$ cat config.mk
export PLATFORM = sky130hd
export DESIGN_NAME = chacha20_stream_xor_flat
export DESIGN_NICKNAME = d
export VERILOG_FILES = /design/src/rtl/chacha20_stream_xor_if.sv /design/src/rtl/chacha20_stream_xor.sv /design/src/flat_wrapper.sv
export SDC_FILE = /design/constraint.sdc
export NUM_CORES = 2
export LEC_CHECK = 0
export BUFFER_PORTS_ARGS = -buffer_cell sky130_fd_sc_hd__buf_2
export CAP_MARGIN = 20
export CORE_AREA = 2 2 251 253
export DETAILED_ROUTE_END_ITERATION = 8
export DIE_AREA = 0 0 253 255
export PLACE_DENSITY = 0.74
export SYNTH_ARGS = -nofsm -noshare
export SYNTH_HDL_FRONTEND = slang
export SYNTH_SLANG_ARGS = --single-unit
$ cat constraint.sdc
create_clock -name clk -period 17.32 [get_ports clk]
set_clock_uncertainty 0.1 [all_clocks]
set_input_delay 1.732 -clock clk [delete_from_list [all_inputs] [get_ports clk]]
set_output_delay 1.732 -clock clk [all_outputs]
set_load 0.01 [all_outputs]
$ cat src/rtl/chacha20_stream_xor_if.sv
// Handshake bundle for chacha20_stream_xor: session control, data in/out streams
// and the keystream request channel toward the chacha20 core wrapper.
interface chacha20_stream_xor_if;
  logic         start;
  logic [31:0]  init_count;
  logic         busy;
  logic [31:0]  in_data;
  logic         in_valid;
  logic         in_last;
  logic         in_ready;
  logic [31:0]  out_data;
  logic         out_valid;
  logic         out_last;
  logic         out_ready;
  logic         ks_req;
  logic [31:0]  ks_count;
  logic         ks_valid;
  logic [511:0] ks_data;
  logic         wrap_err;

  modport master (
    output start, init_count, in_data, in_valid, in_last, out_ready, ks_valid, ks_data,
    input  busy, in_ready, out_data, out_valid, out_last, ks_req, ks_count, wrap_err
  );

  modport slave (
    input  start, init_count, in_data, in_valid, in_last, out_ready, ks_valid, ks_data,
    output busy, in_ready, out_data, out_valid, out_last, ks_req, ks_count, wrap_err
  );
endinterface

$ cat src/rtl/chacha20_stream_xor.sv
// Stream XOR front end for a chacha20 core: fetches 512-bit keystream blocks with an
// incrementing counter and XORs each 32-bit data word against them in RFC 8439 byte order.
module chacha20_stream_xor #(
  parameter int WORDS_PER_BLOCK = 16
) (
  input  logic                  clk,
  input  logic                  rst,
  chacha20_stream_xor_if.slave  bus
);

  typedef enum logic [2:0] {
    IDLE   = 3'd0,
    REQ    = 3'd1,
    WAIT   = 3'd2,
    STREAM = 3'd3,
    DRAIN  = 3'd4
  } state_t;

  localparam logic [3:0] LAST_IDX = 4'(WORDS_PER_BLOCK - 1);

  state_t       state_q, state_d;
  logic [31:0]  ctr_q;
  logic [511:0] ks_buf_q;
  logic [3:0]   idx_q;
  logic         wrap_err_q;
  logic [31:0]  out_data_q;
  logic         out_valid_q;
  logic         out_last_q;

  logic in_ready_c;
  logic accept;
  logic block_end;
  logic ctr_at_max;

  assign accept     = bus.in_valid && in_ready_c;
  assign block_end  = accept && !bus.in_last && (idx_q == LAST_IDX);
  assign ctr_at_max = (ctr_q == 32'hFFFF_FFFF);

  // NOTE: every always_comb output gets a default first so no path can infer a latch.
  always_comb begin
    state_d    = state_q;
    in_ready_c = 1'b0;
    unique case (state_q)
      IDLE:   if (bus.start) state_d = REQ;
      REQ:    state_d = WAIT;
      WAIT:   if (bus.ks_valid) state_d = STREAM;
      STREAM: begin
        // One-deep output register: take a new word whenever the slot is free or draining.
        in_ready_c = !out_valid_q || bus.out_ready;
        if (accept) begin
          if (bus.in_last)   state_d = DRAIN;
          else if (block_end) state_d = ctr_at_max ? DRAIN : REQ;
        end
      end
      DRAIN:  if (!out_valid_q || bus.out_ready) state_d = IDLE;
      default: state_d = IDLE;
    endcase
  end

  // NOTE: sequential state uses non-blocking assignments only, so every register
  // samples pre-edge values regardless of statement order.
  always_ff @(posedge clk or posedge rst) begin
    if (rst) begin
      state_q     <= IDLE;
      ctr_q       <= '0;
      // NOTE: the keystream buffer is reset on purpose so an aborted session leaves no key material behind.
      ks_buf_q    <= '0;
      idx_q       <= '0;
      wrap_err_q  <= 1'b0;
      out_data_q  <= '0;
      out_valid_q <= 1'b0;
      out_last_q  <= 1'b0;
    end else begin
      state_q <= state_d;

      if (state_q == IDLE && bus.start) begin
        ctr_q      <= bus.init_count;
        wrap_err_q <= 1'b0;
      end

      if (state_q == WAIT && bus.ks_valid) begin
        ks_buf_q <= bus.ks_data;
        idx_q    <= '0;
      end

      // The buffer shifts up one word per accept, so the current word is always the top slice.
      if (accept) begin
        out_data_q  <= bus.in_data ^ ks_buf_q[511:480];
        out_last_q  <= bus.in_last;
        out_valid_q <= 1'b1;
        ks_buf_q    <= {ks_buf_q[479:0], 32'h0};
        idx_q       <= idx_q + 4'd1;
      end else if (bus.out_ready) begin
        out_valid_q <= 1'b0;
      end

      if (block_end) begin
        if (ctr_at_max) wrap_err_q <= 1'b1;
        else            ctr_q      <= ctr_q + 32'd1;
      end
    end
  end

  assign bus.busy      = (state_q != IDLE);
  assign bus.in_ready  = in_ready_c;
  assign bus.out_data  = out_data_q;
  assign bus.out_valid = out_valid_q;
  assign bus.out_last  = out_last_q;
  assign bus.ks_req    = (state_q == REQ);
  assign bus.ks_count  = ctr_q;
  assign bus.wrap_err  = wrap_err_q;

endmodule

$ cat src/flat_wrapper.sv
// flat-port wrapper written by rule: the top's interface ports become plain ports
module chacha20_stream_xor_flat 
#(
  parameter int WORDS_PER_BLOCK = 16
)
  (clk, rst, bus_start, bus_init_count, bus_in_data, bus_in_valid, bus_in_last, bus_out_ready, bus_ks_valid, bus_ks_data, bus_busy, bus_in_ready, bus_out_data, bus_out_valid, bus_out_last, bus_ks_req, bus_ks_count, bus_wrap_err);
  chacha20_stream_xor_if bus_i ();
  input  logic clk;
  input  logic rst;
  input wire logic [$bits(bus_i.start)-1:0] bus_start;
  input wire logic [$bits(bus_i.init_count)-1:0] bus_init_count;
  input wire logic [$bits(bus_i.in_data)-1:0] bus_in_data;
  input wire logic [$bits(bus_i.in_valid)-1:0] bus_in_valid;
  input wire logic [$bits(bus_i.in_last)-1:0] bus_in_last;
  input wire logic [$bits(bus_i.out_ready)-1:0] bus_out_ready;
  input wire logic [$bits(bus_i.ks_valid)-1:0] bus_ks_valid;
  input wire logic [$bits(bus_i.ks_data)-1:0] bus_ks_data;
  output wire logic [$bits(bus_i.busy)-1:0] bus_busy;
  output wire logic [$bits(bus_i.in_ready)-1:0] bus_in_ready;
  output wire logic [$bits(bus_i.out_data)-1:0] bus_out_data;
  output wire logic [$bits(bus_i.out_valid)-1:0] bus_out_valid;
  output wire logic [$bits(bus_i.out_last)-1:0] bus_out_last;
  output wire logic [$bits(bus_i.ks_req)-1:0] bus_ks_req;
  output wire logic [$bits(bus_i.ks_count)-1:0] bus_ks_count;
  output wire logic [$bits(bus_i.wrap_err)-1:0] bus_wrap_err;
  assign bus_i.start = bus_start;
  assign bus_i.init_count = bus_init_count;
  assign bus_i.in_data = bus_in_data;
  assign bus_i.in_valid = bus_in_valid;
  assign bus_i.in_last = bus_in_last;
  assign bus_i.out_ready = bus_out_ready;
  assign bus_i.ks_valid = bus_ks_valid;
  assign bus_i.ks_data = bus_ks_data;
  assign bus_busy = bus_i.busy;
  assign bus_in_ready = bus_i.in_ready;
  assign bus_out_data = bus_i.out_data;
  assign bus_out_valid = bus_i.out_valid;
  assign bus_out_last = bus_i.out_last;
  assign bus_ks_req = bus_i.ks_req;
  assign bus_ks_count = bus_i.ks_count;
  assign bus_wrap_err = bus_i.wrap_err;
  chacha20_stream_xor #(.WORDS_PER_BLOCK(WORDS_PER_BLOCK)) u_core (.clk(clk), .rst(rst), .bus(bus_i));
endmodule
==> impl_results.md <==
* Placed Area at 0.0301 sq mm
* First-pass GRT wire length at ~130 mm
* Post-CTS sizing at 0
* CP peak stage delay at about 0.95 ns
* ANT nets after route at 0
* Clk sinks at ~590
* Synth-to-layout area growth at 22.0%
* Final Wtd Congestion at 0.889
* Commonest cells post-synth: nand2_1 (1081), dfrtp_1 (586), nor2_1 (517)
* Crit-path max FO at approximately 110
* Vias per cell at around 5.5
* FMAX at ~190 MHz
* # setup viols final at 0
* Antenna violations before repair at 21
* I/O pin count at 653
* Max-slew violation count at 0
* Die span in x at 253 um
* HP Class: register to register
* CTS tree: done
* Std-Cell Core Area at between 0.06 and 0.07 sq mm
* Buffer depth of the longest clock path at 3
* Synth top area share at 0.552
* RSZ-0062 raised after global routing: false
* Sequence of cells on the critical path: buf_2 -> and3b_4 -> buf_4 -> buf_4 -> buf_4 -> nand2_1 -> a31oi_1
* Clock latency on the worst-skew pair at ~0.60 ns
* Clock transition at the registers of the reported paths at roughly 0.06 ns
* GRT Residual Overflow at 0
* Final hold viol count at 0
* Startpoint Class: input pin
* Tcrit/Tclk final at 0.308
* Primary FF master, synth: dfrtp_1
* Fin util at 0.521
* Synth Register Bits at 586
* Share of layout cells above drive strength 1 at 0.216
* Hpwl dp at between 60 and 70 mm
* Register area share after synthesis at 0.552
* CTS H-tree lvls at 3
* FP Rows at a little over 90
* Worst path most repeated cell: buf_4
* Post-Syn Nets at roughly 3.8k
* Post-synth EDFFs at 0
* Final nets at approximately 4.3k
* Overall Global Routing Usage at 0.269
* Min cycle time layout at around 5.3 ns
* Vias in the first global route at between 20k and 25k
* CP arrival at roughly 5.8 ns
* Initial DRC count at around 2.5k
* CTS buffer count at between 60 and 70
* Max-slew headroom at 0.178
* Initial Util at 0.427
* Critical Path RT at around 18 ns
* # fillers at a little under 6k
* Pin count of the biggest net entering global routing at slightly below 300
* Leakage power at about 15 nW
* Multi-input combinational cell area at roughly 0.011 sq mm
* Detailed Routing Iterations Pass 1 at 6
* Count of cell types in the netlist at 60
* Cell area power density at ~190 mW/mm^2
* Root buffer cell: clkbuf_16
* Design area at roughly 0.032 sq mm
* Die span in y at approximately 260 um
* Worst Hold Slack at 0.371 ns
* Max-cap violations at 0
* Die area at ~0.065 sq mm
* Worst-Margin Slew at about 1.2 ns
* Cts hold-fix bufs at 0
* Residual DRC at 0
* Yosys top cell by area: dfrtp_1
* Most frequent cell after synthesis: nand2_1
* Total wire length at ~90 mm
* Setup Buffers After CTS at 0
* YS warnings at 0
* Setup TNS at 0 ns
* Post-Syn Instances at ~3.2k
* Outcome: completed
* Synth area leaders: dfrtp_1 (55%), nand2_1 (15%), a31oi_1 (11%)
* WS Path Type: input pin to register
* Register area at 0.0147 sq mm
* DR WL/cell at slightly below 20 um
* Mapped Avg Cell Area at a little over 8 sq um
* Count of input and output buffers at about 650
* Mapped Area at 0.0266 sq mm
* Crit path max-delay cell type: buf_4
* Ys async rst share at 1.00
* Via count at 25.1k
* CP endpoint kind: register
* Peak supply drop at 0.103 mV
==> flip-flops by register name, indices dropped and copies added, names as in the netlist <==
register and cells:
u_core.idx_q 4, u_core.bus.ks_count 32, u_core.bus.out_last 1, u_core.bus.wrap_err 1
u_core.bus.out_data 32, u_core.bus.out_valid 1, u_core.state_q 3, u_core.ks_buf_q 512
==> worst max-delay path, delay by kind of cell <==
| kind | cells | cell delay, ns |
|---|---|---|
| buf+inv | 4 | 2.67 |
| simple gates | 2 | 0.95 |
| compound gates | 1 | 0.21 |
==> cell families (layout without fill, tap and decap cells) <==
kind of cell / after synthesis / count (layout) / synth area share
multiplexers: 6 / 6 / 0.00226
AND/OR/NAND/NOR: 1703 / 1703 / 0.250
other: 0 / 17 / 0
flip-flops: 586 / 586 / 0.552
buffers and inverters: 254 / 804 / 0.0373
adder cells (fa/ha/maj): 2 / 2 / 0.000942
XOR/XNOR: 32 / 32 / 0.0106
AO/OA/AOI/OAI: 620 / 620 / 0.147
==> power breakdown <==
group,internal (W),switching (W),leakage [nW]
logic,0.000818,0.00125,7.51
clock network,0.000823,0.000573,1.04
registers,0.00210,0.000553,6.93
==> worst paths after layout <==
kind	startpoint	end	slack (ns)	cells after the start
max in group asynchronous	rst	u_core.ks_buf_q[330]	12.51	7
worst max register to register	u_core.state_q[1]	u_core.ks_buf_q[269]	12.46	7
worst min register to register	u_core.bus.out_last	u_core.bus.out_last	0.37	2
min in group asynchronous	rst	u_core.bus.ks_count[16]	1.12	2
worst max-delay path	bus_ks_valid	u_core.ks_buf_q[269]	11.98	7
worst min-delay path	u_core.bus.out_last	u_core.bus.out_last	0.37	2
==> stage by stage <==
stage                     power [W]  instances  worst slack, ns
after floorplan             0.00399       3203             7.50
after global routing        0.00654       4560            11.72
after CTS                   0.00612       4548            12.08
after global placement      0.00463       4434            11.46
final                       0.00611       4569            11.98
after detailed placement    0.00469       4434            11.45
==> layout by cell type (no fill, tap or decap), types with 4 or more instances in the layout <==
cell       count
nand2_1     1080
buf_2        652
dfrtp_1      586
nor2_1       516
a31oi_1      485
clkbuf_16     67
a21oi_1       44
o21ai_0       41
nor3_1        32
xnor2_1       32
buf_4         26
clkbuf_1      20
diode_2       17
nand3_1       14
and3_1        13
clkbuf_8      11
nand4_1       10
a211oi_1       8
o22ai_1        8
mux2i_1        6
nor4_1         5
or2_2          5
clkinv_2       5
inv_1          4
and2_1         4
clkinv_8       4
bufinv_16      4
==> per-layer routing <==
metal,track usage,part of all wire
met1,0.346,0.40
met3,0.0586,0.079
met2,0.432,0.47
met5,0,0.0015
met4,0.137,0.048
==> layout make-up <==
class | count | share of cell area
Antenna cell | 17 | 0.00131
Sequential cell | 586 | 0.453
Multi-Input combinational cell | 2363 | 0.337
Tap cell | 799 | 0.0309
Inverter | 5 | 0.000695
Clock buffer | 98 | 0.0587
Clock inverter | 16 | 0.00726
Timing Repair Buffer | 685 | 0.111
Power figures use the tool's default switching activity.
